<file path="src/rtl/text_write_engine.sv">
// Text write engine: character-cell writer for a text-mode frame buffer.
// Accepts custom-instruction requests (put char, clear, set cursor, reads),
// buffers characters in a small FIFO and writes them into a character RAM,
// handling cursor movement, control characters and hardware scrolling.
//
// Ports
//   clock, reset        single clock, asynchronous active-low reset
//   ciN/ciDataA/ciDataB custom-instruction request (number, command, operand)
//   ciStart/ciCke       request strobe and clock enable
//   ciDone/ciResult     custom-instruction response
//   ramWe/ramAddress/   character RAM write port
//   ramData
//   scrollOffset        RAM address of screen row 0
//   busy                high when the FSM is not IDLE or the FIFO holds data
//
// state        | meaning
// CLEAR_SCREEN | write 0x20 to every cell, one per cycle
// IDLE         | waiting; pops a character when the FIFO is non-empty
// EXEC         | interpret the popped character (one cycle)
// CLEAR_LINE   | blank the row just scrolled into view
module text_write_engine #(
  parameter int         NR_COLS    = 80,
  parameter int         NR_ROWS    = 60,
  parameter int         FIFO_DEPTH = 8,
  parameter int         ADDR_WIDTH = 13,
  parameter logic [7:0] CI_NR      = 8'd0
) (
  input  logic                  clock,
  input  logic                  reset,
  input  logic [7:0]            ciN,
  input  logic [31:0]           ciDataA,
  input  logic [31:0]           ciDataB,
  input  logic                  ciStart,
  input  logic                  ciCke,
  output logic                  ciDone,
  output logic [31:0]           ciResult,
  output logic                  ramWe,
  output logic [ADDR_WIDTH-1:0] ramAddress,
  output logic [7:0]            ramData,
  output logic [ADDR_WIDTH-1:0] scrollOffset,
  output logic                  busy
);

  localparam int         TOTAL    = NR_COLS * NR_ROWS;
  localparam int         PW       = $clog2(FIFO_DEPTH);
  localparam int         LW       = ADDR_WIDTH + 8;
  localparam logic [6:0] COL_LAST = 7'(NR_COLS - 1);
  localparam logic [6:0] ROW_LAST = 7'(NR_ROWS - 1);

  typedef enum logic [1:0] {CLEAR_SCREEN, IDLE, EXEC, CLEAR_LINE} state_t;

  state_t                state, state_nxt;
  logic [7:0]            fifo_mem [FIFO_DEPTH];
  logic [PW-1:0]         wr_ptr, rd_ptr;
  logic [PW:0]           count;
  logic [6:0]            cur_x, cur_y, x_nxt, y_nxt;
  logic [ADDR_WIDTH-1:0] scroll_nxt, cnt, cnt_nxt, addr_nxt;
  logic [7:0]            chr, chr_nxt, data_nxt, tab_x;
  logic                  we_nxt, adv;
  logic                  req, full, empty, push, pop, flush, set_cur;
  logic                  done_c;
  logic [31:0]           result_c;
  logic [3:0]            cmd;
  logic                  unused_bits;

  assign unused_bits = ^{ciDataA[31:4], ciDataB[31:23], ciDataB[15:7]};

  // Cell address (base + row*NR_COLS + col) folded into the RAM range.
  // Both terms are below TOTAL, so a single conditional subtract suffices.
  function automatic logic [ADDR_WIDTH-1:0] wrap_add(input logic [ADDR_WIDTH-1:0] base,
                                                     input logic [6:0] row,
                                                     input logic [6:0] col);
    logic [LW-1:0] s;
    s = LW'(base) + LW'(row) * LW'(NR_COLS) + LW'(col);
    if (s >= LW'(TOTAL)) s = s - LW'(TOTAL);
    return s[ADDR_WIDTH-1:0];
  endfunction

  assign cmd     = ciDataA[3:0];
  assign req     = ciStart && ciCke && (ciN == CI_NR);
  assign full    = (count == (PW+1)'(FIFO_DEPTH));
  assign empty   = (count == '0);
  assign flush   = req && (cmd == 4'd1);
  assign pop     = (state == IDLE) && !empty && !flush;
  // A push into a full FIFO succeeds when a pop frees the slot this cycle.
  assign push    = req && (cmd == 4'd0) && (!full || pop);
  assign set_cur = req && (cmd == 4'd2) && (state == IDLE) && empty;
  assign busy    = (state != IDLE) || !empty;
  assign tab_x   = {1'b0, cur_x[6:3], 3'b000} + 8'd8;

  always_ff @(posedge clock) begin
    if (push) fifo_mem[wr_ptr] <= ciDataB[7:0];
  end

  always_ff @(posedge clock or negedge reset) begin
    if (!reset) begin
      wr_ptr <= '0;
      rd_ptr <= '0;
      count  <= '0;
    end else if (flush) begin
      wr_ptr <= '0;
      rd_ptr <= '0;
      count  <= '0;
    end else begin
      if (push) wr_ptr <= wr_ptr + 1'b1;
      if (pop)  rd_ptr <= rd_ptr + 1'b1;
      case ({push, pop})
        2'b10:   count <= count + 1'b1;
        2'b01:   count <= count - 1'b1;
        default: count <= count;
      endcase
    end
  end

  always_ff @(posedge clock or negedge reset) begin
    if (!reset) begin
      state        <= CLEAR_SCREEN;
      cnt          <= '0;
      cur_x        <= '0;
      cur_y        <= '0;
      scrollOffset <= '0;
      chr          <= '0;
      ramWe        <= 1'b0;
      ramAddress   <= '0;
      ramData      <= '0;
    end else begin
      state        <= state_nxt;
      cnt          <= cnt_nxt;
      cur_x        <= x_nxt;
      cur_y        <= y_nxt;
      scrollOffset <= scroll_nxt;
      chr          <= chr_nxt;
      ramWe        <= we_nxt;
      ramAddress   <= addr_nxt;
      ramData      <= data_nxt;
    end
  end

  always_comb begin
    state_nxt  = state;
    cnt_nxt    = cnt;
    x_nxt      = cur_x;
    y_nxt      = cur_y;
    scroll_nxt = scrollOffset;
    chr_nxt    = chr;
    we_nxt     = 1'b0;
    addr_nxt   = '0;
    data_nxt   = 8'h20;
    adv        = 1'b0;
    if (flush) begin
      state_nxt  = CLEAR_SCREEN;
      cnt_nxt    = '0;
      x_nxt      = '0;
      y_nxt      = '0;
      scroll_nxt = '0;
    end else begin
      case (state)
        CLEAR_SCREEN: begin
          we_nxt   = 1'b1;
          addr_nxt = cnt;
          if (cnt == ADDR_WIDTH'(TOTAL - 1)) begin
            state_nxt = IDLE;
            cnt_nxt   = '0;
          end else begin
            cnt_nxt = cnt + 1'b1;
          end
        end
        IDLE: begin
          if (set_cur) begin
            x_nxt = (ciDataB[6:0]   > COL_LAST) ? COL_LAST : ciDataB[6:0];
            y_nxt = (ciDataB[22:16] > ROW_LAST) ? ROW_LAST : ciDataB[22:16];
          end else if (pop) begin
            chr_nxt   = fifo_mem[rd_ptr];
            state_nxt = EXEC;
          end
        end
        EXEC: begin
          state_nxt = IDLE;
          if (chr >= 8'h20 && chr <= 8'h7E) begin
            we_nxt   = 1'b1;
            addr_nxt = wrap_add(scrollOffset, cur_y, cur_x);
            data_nxt = chr;
            if (cur_x == COL_LAST) begin
              x_nxt = '0;
              adv   = 1'b1;
            end else begin
              x_nxt = cur_x + 7'd1;
            end
          end else begin
            case (chr)
              8'h0A: begin
                x_nxt = '0;
                adv   = 1'b1;
              end
              8'h0D: x_nxt = '0;
              8'h08: begin
                if (cur_x != '0) begin
                  x_nxt    = cur_x - 7'd1;
                  we_nxt   = 1'b1;
                  addr_nxt = wrap_add(scrollOffset, cur_y, cur_x - 7'd1);
                end
              end
              8'h09: begin
                if (tab_x >= 8'(NR_COLS)) begin
                  x_nxt = '0;
                  adv   = 1'b1;
                end else begin
                  x_nxt = tab_x[6:0];
                end
              end
              default: ;
            endcase
          end
          if (adv) begin
            if (cur_y != ROW_LAST) begin
              y_nxt = cur_y + 7'd1;
            end else begin
              // Bottom row: scroll by one line and blank the row that wrapped around.
              scroll_nxt = wrap_add(scrollOffset, 7'd1, 7'd0);
              state_nxt  = CLEAR_LINE;
              cnt_nxt    = '0;
            end
          end
        end
        CLEAR_LINE: begin
          we_nxt   = 1'b1;
          addr_nxt = wrap_add(scrollOffset, cur_y, cnt[6:0]);
          if (cnt == ADDR_WIDTH'(NR_COLS - 1)) begin
            state_nxt = IDLE;
            cnt_nxt   = '0;
          end else begin
            cnt_nxt = cnt + 1'b1;
          end
        end
        default: state_nxt = CLEAR_SCREEN;
      endcase
    end
  end

  always_comb begin
    done_c   = 1'b0;
    result_c = '0;
    if (req) begin
      case (cmd)
        4'd0:  done_c = push;
        4'd2:  done_c = set_cur;
        4'd8: begin
          done_c   = 1'b1;
          result_c = {9'd0, cur_y, 9'd0, cur_x};
        end
        4'd9: begin
          done_c   = 1'b1;
          result_c = {busy, 15'd0, 16'(count)};
        end
        4'd15: begin
          done_c   = 1'b1;
          result_c = {9'd0, 7'(NR_ROWS), 9'd0, 7'(NR_COLS)};
        end
        default: done_c = 1'b1;
      endcase
    end
  end

  // The response is combinational, so hold it quiet while reset is asserted.
  assign ciDone   = done_c & reset;
  assign ciResult = reset ? result_c : 32'd0;

endmodule

</file>
<file path="config.mk">
export PLATFORM = sky130hd
export DESIGN_NAME = text_write_engine
export DESIGN_NICKNAME = d
export VERILOG_FILES = /design/src/rtl/text_write_engine.sv
export SDC_FILE = /design/constraint.sdc
export NUM_CORES = 1
export LEC_CHECK = 0
export ABC_AREA = 1
export BUFFER_PORTS_ARGS = -buffer_cell sky130_fd_sc_hd__buf_4
export CORE_MARGIN = 3
export CORE_UTILIZATION = 59
export CTS_CLUSTER_DIAMETER = 50
export DETAILED_ROUTE_END_ITERATION = 6
export HOLD_SLACK_MARGIN = 0.02
export MAX_ROUTING_LAYER = met4
export PLACE_DENSITY_LB_ADDON = 0.12
export SLEW_MARGIN = 10
export SYNTH_ARGS = -nofsm -noshare
export SYNTH_HDL_FRONTEND = slang
export SYNTH_SLANG_ARGS = --single-unit
</file>
<file path="constraint.sdc">
create_clock -name clock -period 4.3 [get_ports clock]
set_input_delay 0.215 -clock clock [delete_from_list [all_inputs] [get_ports clock]]
set_output_delay 0.215 -clock clock [all_outputs]
set_load 0.03 [all_outputs]
</file>
# ---- Word-level counts from Yosys, hierarchy flattened
# Memory sizes are Yosys's and may differ from the RTL's. A register that Yosys moved wholly into a read port is not among the register bits.
# Cells that the tools add are included.
dict set report classes {
  reduce_logical 37
  magnitude_cmp 9
  addsub 18
  bitwise_logic 3
  muxes 69
  mul 1
  n_eq_ne 31
}
# cell n
set op_table {}
lappend op_table {{$mux W13} 17}
lappend op_table {{$pmux W32 S3} 1}
lappend op_table {{$mux W7} 12}
lappend op_table {{$pmux W13 S3} 2}
lappend op_table {{$mux W32} 2}
lappend op_table {{$sub A13 B13 Y13 const B} 4}
lappend op_table {{$add A15 B7 Y16} 3}
lappend op_table {{$ge A16 B13 Y1 const B} 3}
lappend op_table {{$eq A8 B4 Y1 const B} 4}
lappend op_table {{$pmux W7 S2} 2}
lappend op_table {{$mux W8} 3}
lappend op_table {{$ne A3 B3 Y1 const B} 8}
lappend op_table {{$pmux W7 S3} 1}
lappend op_table {{$eq A4 B4 Y1 const B} 4}
lappend op_table {{$reduce_and A4 Y1} 4}
lappend op_table {{$add A13 B14 Y15} 1}
lappend op_table {{$add A13 B7 Y14 const B} 1}
lappend op_table {{$add A7 B1 Y7 const B} 2}
lappend op_table {{$ge A14 B13 Y1 const B} 1}
lappend op_table {{$mux W2} 7}
lappend op_table {{$add A13 B1 Y13 const B} 1}
lappend op_table {{$eq A13 B13 Y1 const B} 1}
lappend op_table {{$eq A13 B7 Y1 const B} 1}
lappend op_table {{$mux W1} 12}
lappend op_table {{40 further kinds} 71}
dict set report word_totals {
  input_bits 76
  memories 1
  elab_cells 180
  reg_bits 74
  output_inout_bits 69
  mem_bits_rw 64
}
# memory depth word_bits rd rd_clocked_by_memory_dff wr line_no
set memory_table {}
lappend memory_table {fifo_mem 8 8 1 1 1 53} ;# logic [7:0] fifo_mem [FIFO_DEPTH];

# ---- Longest topological paths before layout
dict set report depth {
  depth_word 10
  mapped_depth 25
}

# ---- Worst setup path before layout
# Ideal clock, no wire load.
dict set report synth_path {
  path_type {register to register}
  start {register cur_y[1]}
  end {register ramAddress[6]}
  path_stages_with_launch 24
  required_time_ns 4.168
  t_arrival_ns 3.486
  path_slack_ns 0.682
  period_less_slack_ns 3.618
  cell_sequence {dfrtp_1 ha_1 ha_1 fa_1 inv_1 o21ai_0 xor2_1 ha_1 inv_1 o21ai_0 a21oi_1 nand2_1 nand2_1 nand2_1 nor2_2 nand3_1 nand2_1 nand2_1 nor2_4 nand2_8 a21oi_1 o21ai_1 a21oi_1 nor2_1}
}
dict set report synth_between {
  elab_chain_cells 10
}
# item line_no
set synth_lines {}
lappend synth_lines {{from (decl)} 56} ;# logic [6:0] cur_x, cur_y, x_nxt, y_nxt;
lappend synth_lines {{from (signal assigned)} 130} ;# cur_y <= y_nxt;
lappend synth_lines {{$mul A7 B3 Y10 *} 74} ;# s = LW'(base) + LW'(row) * LW'(NR_COLS) + LW'(col);
lappend synth_lines {{$add A13 B14 Y15 *} 74}
lappend synth_lines {{$add A15 B7 Y16} 74}
lappend synth_lines {{$sub A13 B13 Y13 / $ge A16 B13 Y1 (equally long branches)} 75} ;# if (s >= LW'(TOTAL)) s = s - LW'(TOTAL);
lappend synth_lines {{$mux W13} 75}
lappend synth_lines {{$mux W13} 197} ;# if (cur_x != '0) begin
lappend synth_lines {{$mux W13} 190} ;# case (chr)
lappend synth_lines {{$mux W13} 179} ;# if (chr >= 8'h20 && chr <= 8'h7E) begin
lappend synth_lines {{$pmux W13 S3 *} 157} ;# case (state)
lappend synth_lines {{$mux W13 *} 150} ;# if (flush) begin
lappend synth_lines {{via addr_nxt[6]} 57} ;# logic [ADDR_WIDTH-1:0] scroll_nxt, cnt, cnt_nxt, addr_nxt;
lappend synth_lines {{to (signal assigned)} 134} ;# ramAddress <= addr_nxt;
lappend synth_lines {{to (decl)} 38} ;# output logic [ADDR_WIDTH-1:0] ramAddress,
# Mark *: on every way through the listed nets, which the timed path passes. The rest lies on a longest branch.
# A chain may end at the register's enable or synchronous reset.

# ---- Worst setup path in the final report
dict set report layout_path {
  start {register cur_y[3]}
  end {register ramAddress[8]}
}
# Same word-level chain as after synthesis.

==> results.md <==
GRT:
- Entering global routing, the biggest net connects 46 pins.
- The most congested layer reported by global routing is met2.
- Global routing used 43.8% of the available met2 tracks.
- The overall fraction of global-route tracks in use is 28.8%.
- The first global-routing pass estimated 40.6 mm of wire.
- Global routing consumed, on the met3 layer, 5.09% of the routing resources.
- The number of antenna violations at the first check in global routing came to 0.
- The number of global-route vias before repair is 8,195.
- The global-route track usage on met1 is 39.9%.
- The remaining global-route overflow is 0.

Setup path:
- The data arrival at the endpoint of the critical path is 4.35 ns.
- The worst setup path is launched from a flop.
- The critical path's slowest cell is sky130_fd_sc_hd__dfrtp_1.
- The startpoint-to-endpoint class of the critical path is flop to flop.
- The critical path goes through ha_1, ha_1, fa_1, xor2_1, ha_2, nand2_1, nor2_1, nand2_1, nand3_1, nand2_2, inv_2, nand4_1, nand2_1, nand3_2, nand2_4, nand2_4, nand2_1, nand3_1, o21ai_1, inv_1, a21oi_1.
- Together, buffers and inverters on the worst path number 2.
- The critical path's top delay family is simple AND/OR/NAND/NOR gates.
- The delay contributed by the slowest stage of the critical path is 0.45 ns.
- Along the worst path, the maximum fanout reaches 8.
- The required time reported for the critical path endpoint is 4.63 ns.
- STA classifies the critical path endpoint as a flop.
- The cell that appears most often on the critical path is sky130_fd_sc_hd__nand2_1.

Logic synthesis:
- The post-synthesis cell type with the largest combined area is sky130_fd_sc_hd__dfrtp_1.
- The number of instances in the synthesized netlist is 1,234.
- After synthesis, the largest area contributor takes up 19.7% of total cell area.
- Counting flops with an async set or reset pin after synthesis yields a share of 54.9%.
- The number of enable-type register cells in the synthesized netlist is 64.
- The register area share after synthesis is 39.1%.
- The number of warnings printed during yosys synthesis is 0.
- By count the netlist is led by sky130_fd_sc_hd__nand2_1 (213), sky130_fd_sc_hd__inv_1 (145), sky130_fd_sc_hd__nor2_1 (121), sky130_fd_sc_hd__nand3_1 (92), sky130_fd_sc_hd__o21ai_0 (84).
- The synthesized design contains 142 register bits.
- The most used standard cell by instance count after synthesis is sky130_fd_sc_hd__nand2_1.
- Each instance of the synthesized netlist takes up on average 8.03 um^2.
- In the synthesized netlist the dominant register cell turns out to be sky130_fd_sc_hd__dfrtp_1.
- The cell area that synthesis handed to floorplanning was 9910 um^2.
- The synthesized netlist contains 59 unique library cells.
- Ranked by total cell area, the synthesized netlist is headed by sky130_fd_sc_hd__dfrtp_1 (20%), sky130_fd_sc_hd__edfxtp_1 (19%), sky130_fd_sc_hd__nand2_1 (8.1%), sky130_fd_sc_hd__ha_1 (6.6%), sky130_fd_sc_hd__inv_1 (5.5%).

Clock tree:
- Counting the buffers created by CTS gives 17.
- The tree is rooted in a sky130_fd_sc_hd__clkbuf_16.
- The clock passes through at most 2 buffers.
- The clock transition at the registers of the reported paths is 0.07 ns.
- In this run the number of H-tree levels came out at 4.
- The number of clock sinks is 142.
- Buffers added to address setup during post-CTS repair amount to 0.
- The CTS tree is built.
- The clock network latency to the later pin of the worst-skew pair is 0.44 ns.

Floorplan:
- The floorplan die height is 136 um.
- The x dimension of the die is 136 um.
- The area of the core region is 16,200 um^2.
- For this design the top-level I/O count stands at 145.
- The cell row count is 46.
- The floorplan step defined a die boundary enclosing 18,400 um^2.
- For this configuration, the core starts out at a cell density of 61.3%.

Run status:
- The final reports fail on DRC.
- The flow ran to the end, but the final reports show violations.

Route:
- The detailed router's first-iteration violation count is 669.
- The via count normalized by instance count is 5.69.
- In the routed design, unresolved DRC markers number 3.
- The total wire length after detailed routing is 25.3 mm.
- In the final routed layout, each cell accounts on average for 16.2 um.
- The detail route stage leaves a number of antenna-violating nets equal to 0.
- The total iterations of the first detailed-routing run is 7.
- The routed layout has 8,853 vias.

Place:
- The cell count after placement is 1,523.
- At the placement stage, the worst setup path has a slack of 0.294 ns.
- The final HPWL from detailed placement is 18.8 mm.
- Buffers placed on the I/O ports in this run total 78.
- The final weighted congestion in routability-driven placement is 0.939.

STA:
- After layout, the worst setup slack is 0.286 ns.
- The maximum clock rate is 0.249 GHz.
- The number of failing hold endpoints at the final stage was 0.
- At the pin with the least slew margin, the transition time is 0.983 ns.
- The final total negative setup slack is 0 ns.
- The shortest clock period the worst path allows after layout is 4.01 ns.
- For the final database, setup skew stands at 0.0179 ns.
- The max-slew violation count was 0.
- In the finished design, the share of the clock period the worst path needs comes to 93.4%.
- Setup violations remaining at the end of the flow were counted as 0.
- Setup repair after global routing left no endpoint under its margin.
- The relative slew slack is 34.4%.

Final layout:
- Of the cells placed in the final design, the portion with a size suffix greater than 1 is 15.8%.
- The count of placed standard cells in the final layout, fillers left out is 1,557.
- The net total in the final layout is 1,459.
- The layout-stage area growth over the synthesis result is 14.5%.
- The antenna diode count is 0.
- The share of the core filled with cells in the final layout is 70.2%.

Min path:
- The path class of the tightest hold or removal check is primary input to flop.

Flow run:
- Max-cap violations in this run came to 0.
-- area by class of cell --
| cell class | count | area [um^2] |
|---|---|---|
| clock inverters | 15 | 193 |
| repair buffers | 99 | 748 |
| multi-input cells | 904 | 5230 |
| flip-flops and latches | 142 | 3870 |
| clock buffers | 17 | 425 |
| fillers | 1350 | 4820 |
| inverters | 164 | 616 |
| well taps | 216 | 270 |
-- repair_timing --
action | 4_1_cts | 5_1_grt
endpoints found under the hold margin | 41 | 0
resized for setup | 0 | 5
hold buffers | 2 | 0
endpoints found under the setup margin | 0 | 6
-- layout by cell type (no fill, tap or decap), drive strengths merged, types with 2 or more instances in the layout --
master       count
o21ai           98
a21o             4
nand3          104
o2111ai          3
xor2            37
clkbuf          17
a32oi            5
xnor2            4
buf             97
o211ai           6
inv            168
a21oi           54
nand2          245
ha              52
a22oi            3
clkinvlp         2
nand4           17
a211oi           4
nand3b           4
a32o             2
dfrtp           78
dlygate4sd3      2
nor3b            4
o31ai            5
nor4             3
nor2           129
o22ai           29
edfxtp          64
clkinv           8
or2              4
a31oi           16
fa               3
o311ai           2
nor3            36
conb            23
o21bai           3
-- cells by family after synthesis --
family	share of synthesized area, %
simple gates	26.6
compound gates	14.2
other cells	0.0378
xor+xnor	3.70
fa+ha+maj	7.17
buf+inv	9.22
flops	39.1
-- path summary, 6_finish.rpt --
path                       slack [ns]            startpoint                  endpoint  cells after the start
max                              0.29  cur_y[3]$_DFFE_PN0P_   ramAddress[8]$_DFF_PN0_                     21
min                              0.04            ciDataB[2]  fifo_mem[6][2]$_DFFE_PP_                      1
max reg2reg                      0.29  cur_y[3]$_DFFE_PN0P_   ramAddress[8]$_DFF_PN0_                     21
min reg2reg                      0.53   cnt[12]$_DFFE_PN0P_       cnt[12]$_DFFE_PN0P_                      1
max in group asynchronous        3.03                 reset        cnt[2]$_DFFE_PN0P_                      3
min in group asynchronous        0.29                 reset      state[1]$_DFFE_PN0P_                      2
-- per-layer routing --
layer	share of wire [%]	up-vias
met5	0	-
met4	2.0	0
met3	6.6	45
met2	45	342
met1	46	4118
li1	-	4348
-- flip-flops by register name, summed over array words and instances, names as in the netlist --
name / cells
chr: 8
cnt: 13
count: 4
cur_x: 7
cur_y: 7
fifo_mem: 64
ramAddress: 13
ramData: 8
ramWe: 1
rd_ptr: 3
scrollOffset: 9
state: 2
wr_ptr: 3
-- metrics by stage --
stage | instance area [um^2] | hold slack, ns
after floorplan | 10000 | -0.0806
after global placement | 10700 | 0.201
after CTS | 11300 | 0.0309
after global routing | 11400 | 0.0353
after detailed placement | 10700 | 0.203
final | 11400 | 0.0382
Power is left out: the tool's default activity adds up to more than one toggle a clock period on the data nets, which glitch-free logic cannot reach.
